==> src/rtl/whack_pkg.sv <==
// Shared types and constants for the whack-a-mole round controller.
package whack_pkg;

    typedef enum logic [1:0] {
        ST_IDLE = 2'd0,
        ST_GAP  = 2'd1,
        ST_UP   = 2'd2,
        ST_OVER = 2'd3
    } state_t;

    localparam int LFSR_W    = 8;
    // Taps 8,6,5,4 expressed as a mask over bit indices 7,5,4,3.
    localparam logic [LFSR_W-1:0] LFSR_TAPS = 8'b1011_1000;
    localparam int MISS_W    = 4;
    localparam int NUM_HOLES = 4;
    localparam int HOLE_W    = $clog2(NUM_HOLES);

    function automatic logic [LFSR_W-1:0] lfsr_next(input logic [LFSR_W-1:0] q);
        return {q[LFSR_W-2:0], ^(q & LFSR_TAPS)};
    endfunction

endpackage

==> src/rtl/whack_lfsr.sv <==
// Free-running 8-bit Fibonacci LFSR used to pick the next mole hole.
module whack_lfsr
    import whack_pkg::*;
#(
    parameter logic [LFSR_W-1:0] SEED = 8'hA5
) (
    input  logic              clk,
    input  logic              reset,
    output logic [LFSR_W-1:0] q
);

    always_ff @(posedge clk) begin
        if (reset) q <= SEED;
        else       q <= lfsr_next(q);
    end

endmodule

==> src/rtl/whack_scorer.sv <==
// Whack-a-mole round controller: pops moles, times windows, judges whacks, keeps score.
// Optional WHACK_SPEEDUP_EN shortens the mole window every eighth hit.
module whack_scorer
    import whack_pkg::*;
#(
    parameter logic [15:0]       GAP_TICKS  = 16'd50,
    parameter logic [15:0]       MOLE_TICKS = 16'd200,
    parameter int                SCORE_W    = 8,
    parameter int                MAX_MISSES = 3,
    parameter logic [LFSR_W-1:0] LFSR_SEED  = 8'hA5
) (
    input  logic               clk,
    input  logic               reset,
    input  logic [HOLE_W-1:0]  pos,
    input  logic               whack,
    input  logic               start,
    output logic [HOLE_W-1:0]  mole_pos,
    output logic               mole_up,
    output logic [SCORE_W-1:0] score,
    output logic [MISS_W-1:0]  misses,
    output logic               hit_pulse,
    output logic               game_over
);

    localparam int GAP_I = int'(GAP_TICKS);
    localparam int MOLE_I = int'(MOLE_TICKS);
    localparam int MAX_T = (GAP_I > MOLE_I) ? GAP_I : MOLE_I;
    localparam int TW = $clog2(MAX_T + 1);
    localparam logic [TW-1:0] GAP_LOAD = TW'(GAP_I - 1);
    localparam logic [TW-1:0] WINDOW_INIT = TW'(MOLE_I);
    localparam logic [MISS_W-1:0] MISS_LIMIT = MISS_W'(MAX_MISSES);

    state_t              state;
    logic [TW-1:0]       timer;
    logic [TW-1:0]       window;
    logic [LFSR_W-1:0]   lfsr_q;
    logic                unused_lfsr;
    logic                start_game;
    logic                hit;
    logic                miss;
    logic [SCORE_W-1:0]  score_sat;
    logic [MISS_W-1:0]   misses_inc;

    whack_lfsr #(.SEED(LFSR_SEED)) u_lfsr (
        .clk   (clk),
        .reset (reset),
        .q     (lfsr_q)
    );

    assign unused_lfsr = ^lfsr_q[LFSR_W-1:HOLE_W];

    // A matching whack always wins, even on the final window cycle.
    assign start_game = ((state == ST_IDLE) || (state == ST_OVER)) && start;
    assign hit        = (state == ST_UP) && whack && (pos == mole_pos);
    assign miss       = (state == ST_UP) && !hit && (whack || (timer == '0));
    assign score_sat  = (score == '1) ? score : score + 1'b1;
    assign misses_inc = misses + 1'b1;

`ifdef WHACK_SPEEDUP_EN
    localparam logic [TW-1:0] WINDOW_MIN = TW'(MOLE_I / 4);

    logic [TW-1:0] window_shrunk;
    assign window_shrunk = window - (window >> 3);

    // Only a hit that actually advances the score onto a multiple of 8 shrinks the window.
    always_ff @(posedge clk) begin
        if (reset || start_game) begin
            window <= WINDOW_INIT;
        end else if (hit && (score_sat != score) && (score_sat[2:0] == 3'd0)) begin
            window <= (window_shrunk < WINDOW_MIN) ? WINDOW_MIN : window_shrunk;
        end
    end
`else
    assign window = WINDOW_INIT;
`endif

    always_ff @(posedge clk) begin
        if (reset) begin
            state     <= ST_IDLE;
            timer     <= '0;
            mole_pos  <= '0;
            mole_up   <= 1'b0;
            score     <= '0;
            misses    <= '0;
            hit_pulse <= 1'b0;
            game_over <= 1'b0;
        end else begin
            hit_pulse <= 1'b0;
            case (state)
                ST_IDLE, ST_OVER: begin
                    if (start_game) begin
                        score     <= '0;
                        misses    <= '0;
                        timer     <= GAP_LOAD;
                        game_over <= 1'b0;
                        state     <= ST_GAP;
                    end
                end
                ST_GAP: begin
                    if (timer == '0) begin
                        mole_pos <= lfsr_q[HOLE_W-1:0];
                        timer    <= window - 1'b1;
                        mole_up  <= 1'b1;
                        state    <= ST_UP;
                    end else begin
                        timer <= timer - 1'b1;
                    end
                end
                ST_UP: begin
                    if (hit) begin
                        score     <= score_sat;
                        hit_pulse <= 1'b1;
                        mole_up   <= 1'b0;
                        timer     <= GAP_LOAD;
                        state     <= ST_GAP;
                    end else if (miss) begin
                        misses  <= misses_inc;
                        mole_up <= 1'b0;
                        timer   <= GAP_LOAD;
                        if (misses_inc == MISS_LIMIT) begin
                            game_over <= 1'b1;
                            state     <= ST_OVER;
                        end else begin
                            state <= ST_GAP;
                        end
                    end else begin
                        timer <= timer - 1'b1;
                    end
                end
                default: state <= ST_IDLE;
            endcase
        end
    end

endmodule
==> config.mk <==
export PLATFORM = sky130hd
export DESIGN_NAME = whack_scorer
export DESIGN_NICKNAME = d
export VERILOG_FILES = /design/src/rtl/whack_pkg.sv /design/src/rtl/whack_lfsr.sv /design/src/rtl/whack_scorer.sv
export SDC_FILE = /design/constraint.sdc
export NUM_CORES = 1
export LEC_CHECK = 0
export ABC_AREA = 1
export CAP_MARGIN = 30
export CELL_PAD_IN_SITES_DETAIL_PLACEMENT = 1
export CELL_PAD_IN_SITES_GLOBAL_PLACEMENT = 2
export CORE_ASPECT_RATIO = 1.5
export CORE_MARGIN = 2
export CORE_UTILIZATION = 38
export DETAILED_ROUTE_END_ITERATION = 8
export DONT_BUFFER_PORTS = 1
export PLACE_DENSITY_LB_ADDON = 0.1
export SKIP_LAST_GASP = 1
export SLEW_MARGIN = 10
export SYNTH_ARGS = -nofsm -noshare
export SYNTH_HDL_FRONTEND = slang
export SYNTH_HIERARCHICAL = 1
export SYNTH_SLANG_ARGS = --single-unit
==> constraint.sdc <==
create_clock -name clk -period 2.9 [get_ports clk]
set_input_delay 0.435 -clock clk [delete_from_list [all_inputs] [get_ports clk]]
set_output_delay 0.435 -clock clk [all_outputs]
set_load 0.05 [all_outputs]
==> flow_summary.html <==
<table>
<tr><th>Metric</th><th>Value</th></tr>
<tr><th colspan="2">STA</th></tr>
<tr><td>Max Clock Freq</td><td>511 MHz</td></tr>
<tr><td>Slew @ Worst Pin</td><td>0.673 ns</td></tr>
<tr><td>Worst clock skew</td><td>0.00322 ns</td></tr>
<tr><td>Total count of hold-check failures in the final report</td><td>0</td></tr>
<tr><td>Crit share post-route</td><td>67.5%</td></tr>
<tr><td>Setup repair after global routing missed its margin</td><td>no</td></tr>
<tr><td>Accumulated negative setup slack</td><td>0 ns</td></tr>
<tr><td>Final setup fails</td><td>0</td></tr>
<tr><td>Relative slew margins</td><td>55.1%</td></tr>
<tr><td>Crit path time final</td><td>1.96 ns</td></tr>
<tr><td>Final number of max-transition violations</td><td>0</td></tr>
<tr><th colspan="2">Finish</th></tr>
<tr><td>Number of fillers in the final layout</td><td>666</td></tr>
<tr><td>Most common cell after layout, fill and taps aside</td><td>sky130_fd_sc_hd__nand2_1</td></tr>
<tr><td>Commonest cells after routing, fill and taps aside</td><td>68 x sky130_fd_sc_hd__nand2_1, 35 x sky130_fd_sc_hd__dfxtp_1, 34 x sky130_fd_sc_hd__inv_1, 30 x sky130_fd_sc_hd__nand3_1, 24 x sky130_fd_sc_hd__a21oi_1</td></tr>
<tr><td>Final cell count without fillers</td><td>357</td></tr>
<tr><td>Layout cell share with drive strength beyond 1</td><td>13.5%</td></tr>
<tr><td>Synthesis-to-finish area growth</td><td>10.9%</td></tr>
<tr><td>Final Core Density</td><td>43.0%</td></tr>
<tr><td>Antenna diode count</td><td>0</td></tr>
<tr><td>Layout net count</td><td>301</td></tr>
<tr><td>Multi-input combinational cell area</td><td>1060 um2</td></tr>
<tr><td>Sequential cell area</td><td>701 um2</td></tr>
<tr><th colspan="2">Synth</th></tr>
<tr><td>Number of warnings reported in the yosys synthesis log</td><td>6</td></tr>
<tr><td>Mapped Nets</td><td>293</td></tr>
<tr><td>FFs w/ async S/R, synth</td><td>0%</td></tr>
<tr><td>Total standard cell area after synthesis</td><td>1950 um2</td></tr>
<tr><td>Synth Instances</td><td>280</td></tr>
<tr><td>Synthesized area per cell</td><td>6.98 um2</td></tr>
<tr><td>Top FF cell, synth</td><td>sky130_fd_sc_hd__dfxtp_1</td></tr>
<tr><td>Number of storage elements in the synthesis netlist</td><td>35</td></tr>
<tr><td>Cell types occupying the most area after synthesis</td><td>sky130_fd_sc_hd__dfxtp_1 36%, sky130_fd_sc_hd__nand2_1 13%, sky130_fd_sc_hd__nand3_1 7.7%</td></tr>
<tr><td>Sequential cell area fraction in the yosys report</td><td>35.9%</td></tr>
<tr><td>Post-synthesis cell type count</td><td>30</td></tr>
<tr><td>Largest area contributor in the netlist</td><td>sky130_fd_sc_hd__dfxtp_1</td></tr>
<tr><td>Count of flip-flops with a built-in enable after synthesis</td><td>0</td></tr>
<tr><td>Yosys top cell area share</td><td>35.9%</td></tr>
<tr><th colspan="2">Placed design</th></tr>
<tr><td>Final GP Congestion</td><td>0.795</td></tr>
<tr><td>IO Port Bufs</td><td>0</td></tr>
<tr><td>Post-placement cell count</td><td>349</td></tr>
<tr><td>HPWL reported at the end of detailed placement</td><td>3700 um</td></tr>
<tr><th colspan="2">Clock network</th></tr>
<tr><td>Clock sink count</td><td>35</td></tr>
<tr><td>Root buffer selected by CTS</td><td>sky130_fd_sc_hd__clkbuf_8</td></tr>
<tr><td>PostCTS Resize Cnt</td><td>0</td></tr>
<tr><td>Max Root-Sink Buffers</td><td>2</td></tr>
<tr><td>Post-CTS Hold Buffers</td><td>0</td></tr>
<tr><td>Clock buffer count from CTS</td><td>5</td></tr>
<tr><td>Number of H-tree levels</td><td>2</td></tr>
<tr><td>Number of buffers inserted by post-CTS setup repair</td><td>0</td></tr>
<tr><td>Clock slew seen by the registers of the worst setup and hold paths</td><td>0.07 ns</td></tr>
<tr><td>Clock latency reported for the late side of the worst-skew pair</td><td>0.29 ns</td></tr>
<tr><td>CTS tree</td><td>yes</td></tr>
<tr><th colspan="2">Power</th></tr>
<tr><td>NetSw</td><td>988 uW</td></tr>
<tr><td>Switching power share of the total</td><td>46.7%</td></tr>
<tr><td>Post-layout total power</td><td>2120 uW</td></tr>
<tr><td>Relative contribution of sequential cells to total power</td><td>37.0%</td></tr>
<tr><td>Cell internal pwr</td><td>1130 uW</td></tr>
<tr><td>Static Leak</td><td>0.000942 uW</td></tr>
<tr><td>Relative contribution of the clock network to total power</td><td>21.7%</td></tr>
<tr><td>Combinational cell fraction of total power</td><td>41.3%</td></tr>
<tr><td>VDD IR-drop max</td><td>0.308 mV</td></tr>
<tr><td>Power per cell area</td><td>977 nW/um2</td></tr>
<tr><th colspan="2">Die</th></tr>
<tr><td>Initial Utilization</td><td>38.7%</td></tr>
<tr><td>Core region area</td><td>5040 um2</td></tr>
<tr><td>Num rows</td><td>32</td></tr>
<tr><td>Vertical extent of the die</td><td>91.8 um</td></tr>
<tr><td>Die Span X</td><td>62.6 um</td></tr>
<tr><td>Top-level port count</td><td>23</td></tr>
<tr><td>Area of the die</td><td>5740 um2</td></tr>
<tr><th colspan="2">Flow run</th></tr>
<tr><td># Max-Cap Violations</td><td>0</td></tr>
<tr><th colspan="2">Global routing</th></tr>
<tr><td>Total congestion overflow after global routing</td><td>0</td></tr>
<tr><td>Global-route wire length before repair</td><td>8320 um</td></tr>
<tr><td>Largest net degree at the start of global routing</td><td>25</td></tr>
<tr><td>Via count of the first global-routing pass</td><td>1750</td></tr>
<tr><td>Initial antenna violation count</td><td>0</td></tr>
<tr><td>GRT Util Overall</td><td>18.4%</td></tr>
<tr><th colspan="2">Route</th></tr>
<tr><td>Detailed Routing Iterations Pass 1</td><td>4</td></tr>
<tr><td>Residual DRC count</td><td>0</td></tr>
<tr><td>Residual antenna-violating net count after detailed routing</td><td>0</td></tr>
<tr><td>Mean routed wirelength per cell</td><td>13.6 um</td></tr>
<tr><td>Via count</td><td>1769</td></tr>
<tr><td>Post-Route WL</td><td>4860 um</td></tr>
<tr><td>Via density per instance</td><td>4.96</td></tr>
<tr><td>Iteration-0 DRC count of the detailed router</td><td>52</td></tr>
<tr><th colspan="2">Critical path</th></tr>
<tr><td>FF-to-FF Start</td><td>state[0]</td></tr>
<tr><td>Maximum fanout along the worst path</td><td>9</td></tr>
<tr><td>Nature of the critical path startpoint</td><td>flop</td></tr>
<tr><td>Register-to-register path setup slack</td><td>0.94 ns</td></tr>
<tr><td>Critical Path AT</td><td>2.15 ns</td></tr>
<tr><td>Class of the most critical setup path</td><td>flop to flop</td></tr>
<tr><td>Endpoint class of the critical path</td><td>flop</td></tr>
<tr><td>Startpoint of the most critical setup path</td><td>state[0]</td></tr>
<tr><td>Worst endpoint required time</td><td>3.09 ns</td></tr>
<tr><th colspan="2">Worst hold path</th></tr>
<tr><td>Hold path start</td><td>reset</td></tr>
<tr><td>Type of the tightest min-delay check</td><td>input pin to flop</td></tr>
<tr><th colspan="2">Status</th></tr>
<tr><td>Run status</td><td>finished, final reports clean</td></tr>
</table>
[sequential cells by signal, summed over array words and instances, names as in the netlist]
signal     flops
mole_pos       2
misses         4
state          2
mole_up        1
timer          8
game_over      1
hit_pulse      1
u_lfsr/q       8
score          8
[power by group through the flow]
| stage | Clock (uW) | Sequential (uW) | Combinational, uW |
|---|---|---|---|
| global placement | 0 | 795 | 880 |
| global route | 490 | 799 | 994 |
| detailed placement | 0 | 797 | 881 |
| CTS | 477 | 786 | 888 |
| floorplan | 0 | 773 | 690 |
| finish | 459 | 784 | 874 |
[per-layer routing]
metal	routed length [um]	global-route usage, %	share of wire, %
met5	0	0	0
met4	73	6.67	1.5
met3	136	3.56	2.8
met2	2720	35.0	56
met1	1930	19.8	40
[final cells by class]
cell class                      count  share of cell area (%)
Clock inverter                      2                    1.62
Sequential cell                    35                    32.3
Multi-Input combinational cell    197                    49.0
Tap cell                           68                    3.92
Inverter                           44                    7.62
Timing Repair Buffer                5                    1.73
Clock buffer                        6                    3.81
[critical path, cell delays in order (launching register included)]
cell                      delay [ns]
sky130_fd_sc_hd__dfxtp_1        0.36
sky130_fd_sc_hd__inv_1          0.07
sky130_fd_sc_hd__ha_1           0.35
sky130_fd_sc_hd__inv_2          0.21
sky130_fd_sc_hd__nor2_4         0.11
sky130_fd_sc_hd__nor2_8         0.15
sky130_fd_sc_hd__inv_2          0.08
sky130_fd_sc_hd__o21ai_1        0.29
sky130_fd_sc_hd__inv_1          0.10
sky130_fd_sc_hd__o21ai_1        0.09
sky130_fd_sc_hd__nor2_1         0.04
[cell families after synthesis]
| family | count (synthesis) | share of synthesized area, % |
|---|---|---|
| compound gates | 43 | 13.2 |
| simple gates | 143 | 34.9 |
| xor+xnor | 4 | 1.79 |
| buf+inv | 48 | 9.79 |
| flops | 35 | 35.9 |
| fa+ha+maj | 7 | 4.48 |
[synth_stat cells, types with 2 or more instances]
cell type,count
sky130_fd_sc_hd__or2_1,2
sky130_fd_sc_hd__dfxtp_1,35
sky130_fd_sc_hd__inv_1,34
sky130_fd_sc_hd__nand3_4,2
sky130_fd_sc_hd__o21ai_1,3
sky130_fd_sc_hd__a21oi_1,24
sky130_fd_sc_hd__nand2_2,7
sky130_fd_sc_hd__a41oi_1,2
sky130_fd_sc_hd__xnor2_1,2
sky130_fd_sc_hd__nand3_1,30
sky130_fd_sc_hd__nand2_1,68
sky130_fd_sc_hd__a21oi_4,3
sky130_fd_sc_hd__xor2_1,2
sky130_fd_sc_hd__nor2_1,23
sky130_fd_sc_hd__inv_2,9
sky130_fd_sc_hd__ha_1,7
sky130_fd_sc_hd__nand4_1,4
sky130_fd_sc_hd__nor2_2,2
sky130_fd_sc_hd__o21ai_0,10
[stage by stage]
step                      instance area, um2  setup slack (ns)  hold WS, ns
after floorplan                         1950              1.12        0.383
after CTS                               2170             0.899        0.195
after global placement                  2050             0.928        0.389
final                                   2170             0.943        0.204
after detailed placement                2050             0.925        0.392
after global routing                    2170             0.771        0.194
[worst paths after layout]
kind         depth (start not counted)           to
max                                 10    misses[3]
min                                  1    misses[1]
max reg2reg                         10    misses[3]
min reg2reg                          1  u_lfsr/q[7]
Note: power is estimated with default switching activity, not from simulation.
